--- src/rtl/fifo_pkg.sv ---
// Shared constants and helpers for the programmable synchronous FIFO.
package fifo_pkg;
  localparam int FWFT_OFF      = 0;
  localparam int FWFT_ON       = 1;
  // Default almost-full threshold sits this many entries below SIZE.
  localparam int DEF_AF_MARGIN = 2;
  localparam int DEF_AE_TH     = 2;

  // Occupancy counter must represent 0..SIZE inclusive.
  function automatic int level_w(input int size);
    return $clog2(size) + 1;
  endfunction
endpackage

--- src/rtl/fifo_mem.sv ---
// BITS x SIZE storage: one synchronous write port, one asynchronous read port.
// Contents are never reset.
module fifo_mem #(
  parameter int BITS = 32,
  parameter int SIZE = 16
) (
  input  logic                    clk_i,
  input  logic                    we_i,
  input  logic [$clog2(SIZE)-1:0] waddr_i,
  input  logic [BITS-1:0]         wdata_i,
  input  logic [$clog2(SIZE)-1:0] raddr_i,
  output logic [BITS-1:0]         rdata_o
);
  logic [BITS-1:0] mem_q [SIZE];

  // Store the incoming word on an accepted write.
  always_ff @(posedge clk_i) begin
    if (we_i) mem_q[waddr_i] <= wdata_i;
  end

  assign rdata_o = mem_q[raddr_i];
endmodule

--- src/rtl/sync_fifo_prog.sv ---
// Synchronous FIFO with programmable almost flags, optional first-word-fall-
// through and sticky overflow/underflow. Pointers, level and flags live here;
// storage is in fifo_mem.
module sync_fifo_prog
  import fifo_pkg::*;
#(
  parameter int BITS            = 32,
  parameter int SIZE            = 16,
  parameter int FWFT            = FWFT_OFF,
  parameter int ALMOST_FULL_TH  = SIZE - DEF_AF_MARGIN,
  parameter int ALMOST_EMPTY_TH = DEF_AE_TH
) (
  input  logic                  clk,
  input  logic                  rst_n,
  input  logic                  p_flush,
  input  logic                  p_write_en,
  input  logic [BITS-1:0]       p_write_data,
  output logic                  p_write_full,
  output logic                  p_write_almost_full,
  input  logic                  p_read_en,
  output logic [BITS-1:0]       p_read_data,
  output logic                  p_read_empty,
  output logic                  p_read_almost_empty,
  output logic [$clog2(SIZE):0] p_level,
  output logic                  p_overflow,
  output logic                  p_underflow
);
  localparam int AW = $clog2(SIZE);
  localparam int LW = level_w(SIZE);

  logic [AW-1:0]   wptr_q, wptr_d, rptr_q, rptr_d;
  logic [LW-1:0]   level_q, level_d;
  logic            ovf_q, ovf_d, unf_q, unf_d;
  logic [BITS-1:0] rdata_q, rdata_d, mem_rdata;
  logic            full, empty, wr_acc, rd_acc;

  // Flags come only from the registered level.
  assign full   = (level_q == LW'(SIZE));
  assign empty  = (level_q == '0);
  // Flush discards any same-cycle request.
  assign wr_acc = p_write_en & ~full  & ~p_flush;
  assign rd_acc = p_read_en  & ~empty & ~p_flush;

  fifo_mem #(.BITS(BITS), .SIZE(SIZE)) u_mem (
    .clk_i   (clk),
    .we_i    (wr_acc),
    .waddr_i (wptr_q),
    .wdata_i (p_write_data),
    .raddr_i (rptr_q),
    .rdata_o (mem_rdata)
  );

  // Next-state for pointers, level, popped word and sticky error flags.
  always_comb begin
    wptr_d  = wptr_q;
    rptr_d  = rptr_q;
    level_d = level_q;
    rdata_d = rdata_q;
    ovf_d   = ovf_q;
    unf_d   = unf_q;
    if (p_flush) begin
      wptr_d  = '0;
      rptr_d  = '0;
      level_d = '0;
    end else begin
      if (wr_acc) wptr_d = wptr_q + 1'b1;
      if (rd_acc) begin
        rptr_d  = rptr_q + 1'b1;
        rdata_d = mem_rdata;
      end
      case ({wr_acc, rd_acc})
        2'b10:   level_d = level_q + 1'b1;
        2'b01:   level_d = level_q - 1'b1;
        default: level_d = level_q;
      endcase
      ovf_d = ovf_q | (p_write_en & full);
      unf_d = unf_q | (p_read_en & empty);
    end
  end

  // State register; reset overrides flush and all requests.
  always_ff @(posedge clk) begin
    if (!rst_n) begin
      wptr_q  <= '0;
      rptr_q  <= '0;
      level_q <= '0;
      rdata_q <= '0;
      ovf_q   <= 1'b0;
      unf_q   <= 1'b0;
    end else begin
      wptr_q  <= wptr_d;
      rptr_q  <= rptr_d;
      level_q <= level_d;
      rdata_q <= rdata_d;
      ovf_q   <= ovf_d;
      unf_q   <= unf_d;
    end
  end

  // FWFT shows the head combinationally while non-empty; otherwise the last
  // popped word is held.
  generate
    if (FWFT == FWFT_ON) begin : g_fwft
      assign p_read_data = empty ? rdata_q : mem_rdata;
    end else begin : g_reg
      assign p_read_data = rdata_q;
    end
  endgenerate

  assign p_write_full        = full;
  assign p_read_empty        = empty;
  assign p_write_almost_full = (level_q >= LW'(ALMOST_FULL_TH));
  assign p_read_almost_empty = (level_q <= LW'(ALMOST_EMPTY_TH));
  assign p_level             = level_q;
  assign p_overflow          = ovf_q;
  assign p_underflow         = unf_q;
endmodule

--- config.mk ---
export PLATFORM = sky130hd
export DESIGN_NAME = sync_fifo_prog
export DESIGN_NICKNAME = d
export VERILOG_FILES = /design/src/rtl/fifo_pkg.sv /design/src/rtl/fifo_mem.sv /design/src/rtl/sync_fifo_prog.sv
export SDC_FILE = /design/constraint.sdc
export NUM_CORES = 1
export LEC_CHECK = 0
export ABC_CLOCK_PERIOD_IN_PS = 6900
export CAP_MARGIN = 30
export CORE_MARGIN = 5
export CORE_UTILIZATION = 43
export CTS_CLUSTER_DIAMETER = 80
export DETAILED_ROUTE_END_ITERATION = 16
export PLACE_DENSITY = 0.66
export RECOVER_POWER = 50
export REMOVE_ABC_BUFFERS = 1
export SKIP_CTS_REPAIR_TIMING = 1
export SYNTH_ARGS = -nofsm -noshare
export SYNTH_HDL_FRONTEND = slang
export SYNTH_SLANG_ARGS = --single-unit
--- constraint.sdc ---
create_clock -name clk -period 6.9 [get_ports clk]
set_clock_uncertainty 0.15 [all_clocks]
set_input_delay 0.69 -clock clk [delete_from_list [all_inputs] [get_ports clk]]
set_output_delay 0.69 -clock clk [all_outputs]
set_load 0.05 [all_outputs]
# After elaboration in Yosys (flattened, before gate mapping)
# Memory sizes are Yosys's and may differ from the RTL's. A register that Yosys moved wholly into a read port is not among the register bits.
# Cells that the tools add are included.
# word_totals
mem_count,1
out_inout_bits,43
inputBits,37
word_cells,35
regBits,15
ramBits,512
# mem_list
memory,words,width,read_ports,rd_ports_with_merged_regs,write_ports,line,rtl
u_mem.mem_q,16,32,1,1,1,fifo_mem.sv:14,logic [BITS-1:0] mem_q [SIZE];
# op_classes
bitwise,12
add_sub_neg,4
muxes,3
reduce_logical,5
n_eq_ne,3
order_cmp,2
# op_table
operator,count
case mux 5 bit (2 select lines),1
adder 4 x 1 -> 4 bit (second input constant),2
bitwise AND 1 bit,6
adder 5 x 1 -> 5 bit (second input constant),1
== test 5 bit (second input constant),1
greater-or-equal comparator 5 x 4 -> 1 bit (second input constant),1
less-or-equal comparator 5 x 2 -> 1 bit (second input constant),1
zero test 5 bit,1
subtractor 5 x 1 -> 5 bit (second input constant),1
inverter 1 bit,4
== test 2 x 1 -> 1 bit (second input constant),1
== test 2 bit (second input constant),1
two-way mux 1 bit,2
OR 1 bit,2
AND reduction 2 bit,1
nonzero test 2 bit,1
OR reduction 2 bit,1
zero test 1 bit,1

# Longest topological paths before layout
# depth
depth_word,6
ltp_mapped,11

# Cells and area by module
# From an unflattened synthesis, not the netlist that was laid out.
# hier_totals
cells_unflattened,1032
hier_area_um2,21358.0
# by_module_without_submodules
module,cells_each,instances,area_each_um2,seq_area_each_um2
fifo_mem,806,1,19213.4,15374.7
sync_fifo_prog,226,1,2144.6,940.9

# Worst setup path before layout
# OpenSTA, ideal clock, no wires.
# synth_timing
path_type,reg2reg
from,"reg level_q[0], in the netlist p_level[0]"
to,"mem u_mem.mem_q[3][0], enable pin"
period_less_slack_ns,4.221
path_buffers,0
path_stages_with_launch,5
path_slack_ns,2.679
setup_time_ns,0.461
t_arrival_ns,3.610
cell_sequence,dfxtp_1 nor4_4 a21boi_2 nand2_1 nor3_1
# synth_between
elab_chain_len,6
# synth_lines
item,line,rtl
from (decl),sync_fifo_prog.sv:32,"logic [LW-1:0] level_q, level_d;"
from (signal assigned),sync_fifo_prog.sv:93,level_q <= level_d;
== test 5 bit,sync_fifo_prog.sv:38,assign full = (level_q == LW'(SIZE));
inverter 1 bit,sync_fifo_prog.sv:41,assign wr_acc = p_write_en & ~full & ~p_flush;
bitwise AND 1 bit (2 in series),sync_fifo_prog.sv:41,
two-way mux 1 bit,fifo_mem.sv:18,if (we_i) mem_q[waddr_i] <= wdata_i;
two-way mux 1 bit (implied by the code),fifo_mem.sv:18,
to (decl),fifo_mem.sv:14,
# No other way between the ends.

# Worst setup path after layout
# layout_timing
from,in p_write_en
to,"mem u_mem.mem_q[9][30], enable pin"
# layout_between
elab_chain_len,4
# layout_lines
item,line,rtl
from (decl),sync_fifo_prog.sv:16,"input logic p_write_en,"
bitwise AND 1 bit (2 in series),sync_fifo_prog.sv:41,
two-way mux 1 bit,fifo_mem.sv:18,
two-way mux 1 bit (implied by the code),fifo_mem.sv:18,
# No other way between the ends.

==> out/qor.yml <==
tightestPinTransition_ps: 1329
maxCapViolCount: 0
routed_via_density: 5.420
path_clk_slew_ps: 60
drt_wl_total_um: 43300
io_pins: 80
synth_area_leaders: "edfxtp_1 (72%), mux4_2 (14%), dfxtp_1 (4.4%), mux2i_1 (3.1%), o2bb2a_1 (1.5%)"
worstSetupPathType: "input pin to flip-flop"
setup_viol: 0
rows: 81
die_y_um: 232.4
n_fill_cell: 3822
worstPathArrival_ps: 4450
groute.usage.overall_pct: 16.19
grt_pass1_vias: 10220
synth_area_leader_cell: "edfxtp_1"
portBuffers: 79
initial_utilization_pct: 43.43
num_antenna_cells: 0
die-area_um2: 53990
cellPowerDensity_nw_per_um2: 275.1
routed-via-count: 9681
synth.avg_cell_area_um2: 21.96
grt_pass1_wl_um: 65130
hp-class: "flip-flop to flip-flop"
cts_tree: "done"
clockBufferDepth: 3
crit_path_start_kind: "input pin"
numClockSinks: 559
drc: 0
dr.pass1.iters: 5
post-route-util_pct: 50.48
antenna_found_initial: 0
yosysSeqAreaShare_pct: 76.74
placed_cell_area_um2: 22970
drive_gt1_share_pct: 22.19
ys_warn_count: 0
status: "completed"
cp-end-kind: "flip-flop"
drt-wirelength-per-cell_um: 24.24
netlist_area_um2: 21260
dp_hpwl_um: 24670
grt_setup_unrepaired: "false"
insertion_delay_ps: 590
gp_congestion: 0.7054
syn_inst: 968
coreArea_um2: 48950
synthDominantCellAreaShare_pct: 72.32
fin_crit_sh_pct: 63.35
drtIter0Drc: 847
p_leak_nw: 7.469
fin_area_um2: 24710
max_slew_margin_pct: 10.59
die_w_um: 232.4
detail-route-antenna-nets: 0
timing.final.crit_period_ps: 4371
crit_path_max_fanout: 21
required_ps: 6980
yosys.cell_count.top_type: "edfxtp_1"
hold_viol: 0
gr-total-overflow: 0
async_flop_share_pct: 0
maxSlewViolCount: 0
synth_edf_count: 512
grt_max_degree: 108
cts.root.buffer_cell: "clkbuf_16"
irDropWorstVdd_mv: 0.1640
fmax_mhz: 228.8
syn2layout_area_growth_pct: 16.22
synth_ff_type: "edfxtp_1"
nets: 1126
synth_cell_type_count: 41
synth_common_cells: "edfxtp_1 (512), mux4_2 (128), mux2i_1 (65)"
h-tree-depth: 2
synth-seq-cells: 559
setup_tns_ps: 0
cts_buffers: 55
report_power, final:
part | switching (mW) | internal, mW
sequential | 0.00570 | 3.71
combinational | 0.0936 | 0.0446
clock | 1.21 | 1.74
total | 1.31 | 5.49
layer usage:
metal  GRT usage, %  part of all wire, %
met4          4.007                  1.8
met1          22.38                   43
met2          27.40                   51
met5              0                    0
met3          2.433                  4.7
state kept, by name, summed over array words and instances, names as in the netlist:
register / cells
p_underflow: 1
u_mem.mem_q: 512
p_level: 5
wptr_q: 4
rptr_q: 4
p_read_data: 32
p_overflow: 1
kinds of logic after synthesis:
family | Yosys count | share of synthesized area, %
DFF | 559 | 76.74
AOI/OAI and AO/OA | 78 | 2.719
xor gates and xnor gates | 8 | 0.3296
and+or+nand+nor | 61 | 1.418
adders and majority gates | 10 | 0.6238
buffers and inverters | 59 | 1.548
muxes | 193 | 16.62
placed cells by master (no fill, tap or decap), types with 19 or more instances in the layout:
| master | synthesis | final |
|---|---|---|
| o21ai_0 | 29 | 29 |
| buf_4 | 9 | 21 |
| mux2i_1 | 65 | 65 |
| clkbuf_16 | 0 | 57 |
| dfxtp_1 | 47 | 44 |
| mux4_2 | 128 | 128 |
| edfxtp_1 | 512 | 512 |
| clkdlybuf4s50_1 | 0 | 29 |
| o2bb2a_1 | 31 | 31 |
| dlygate4sd3_1 | 0 | 50 |
| clkbuf_1 | 15 | 19 |
final cells by class:
type,instances,area [µm²],share of cell area [%]
Clock inverter,21,241.5,0.9773
Multi-Input combinational cell,350,4686,18.96
Inverter,9,33.78,0.1367
Tap cell,664,830.8,3.362
Sequential cell,559,16330,66.08
Clock buffer,79,1539,6.228
Timing Repair Buffer,104,1051,4.254
worst max-delay path, stage by stage:
cell and delay [ps]:
dlygate4sd3_1 520, nor2b_1 170, a21boi_0 1050, nand2_1 440, nor2_1 1020, buf_4 550
path summary, 6_finish.rpt:
kind                            slack, ps  cells after the start            endpoint         from
worst max-delay path                 2530                      6  u_mem.mem_q[9][30]   p_write_en
worst min-delay path                  320                      1         p_underflow  p_underflow
worst max register to register       2690                      5  u_mem.mem_q[9][30]   p_level[1]
worst min register to register        320                      1         p_underflow  p_underflow
through the flow:
step           std cells  power, mW  worst slack (ps)  hold slack, ps
5_1_grt             1786      7.028              2172           357.0
6_report            1786      6.796              2529           315.6
3_5_place_dp        1686      3.932              3155           314.1
2_1_floorplan        918      3.842             146.4           341.5
3_3_place_gp        1683      3.928              3119           307.4
4_1_cts             1786      6.873              3541           333.2
(Power assumes the default switching activity.)
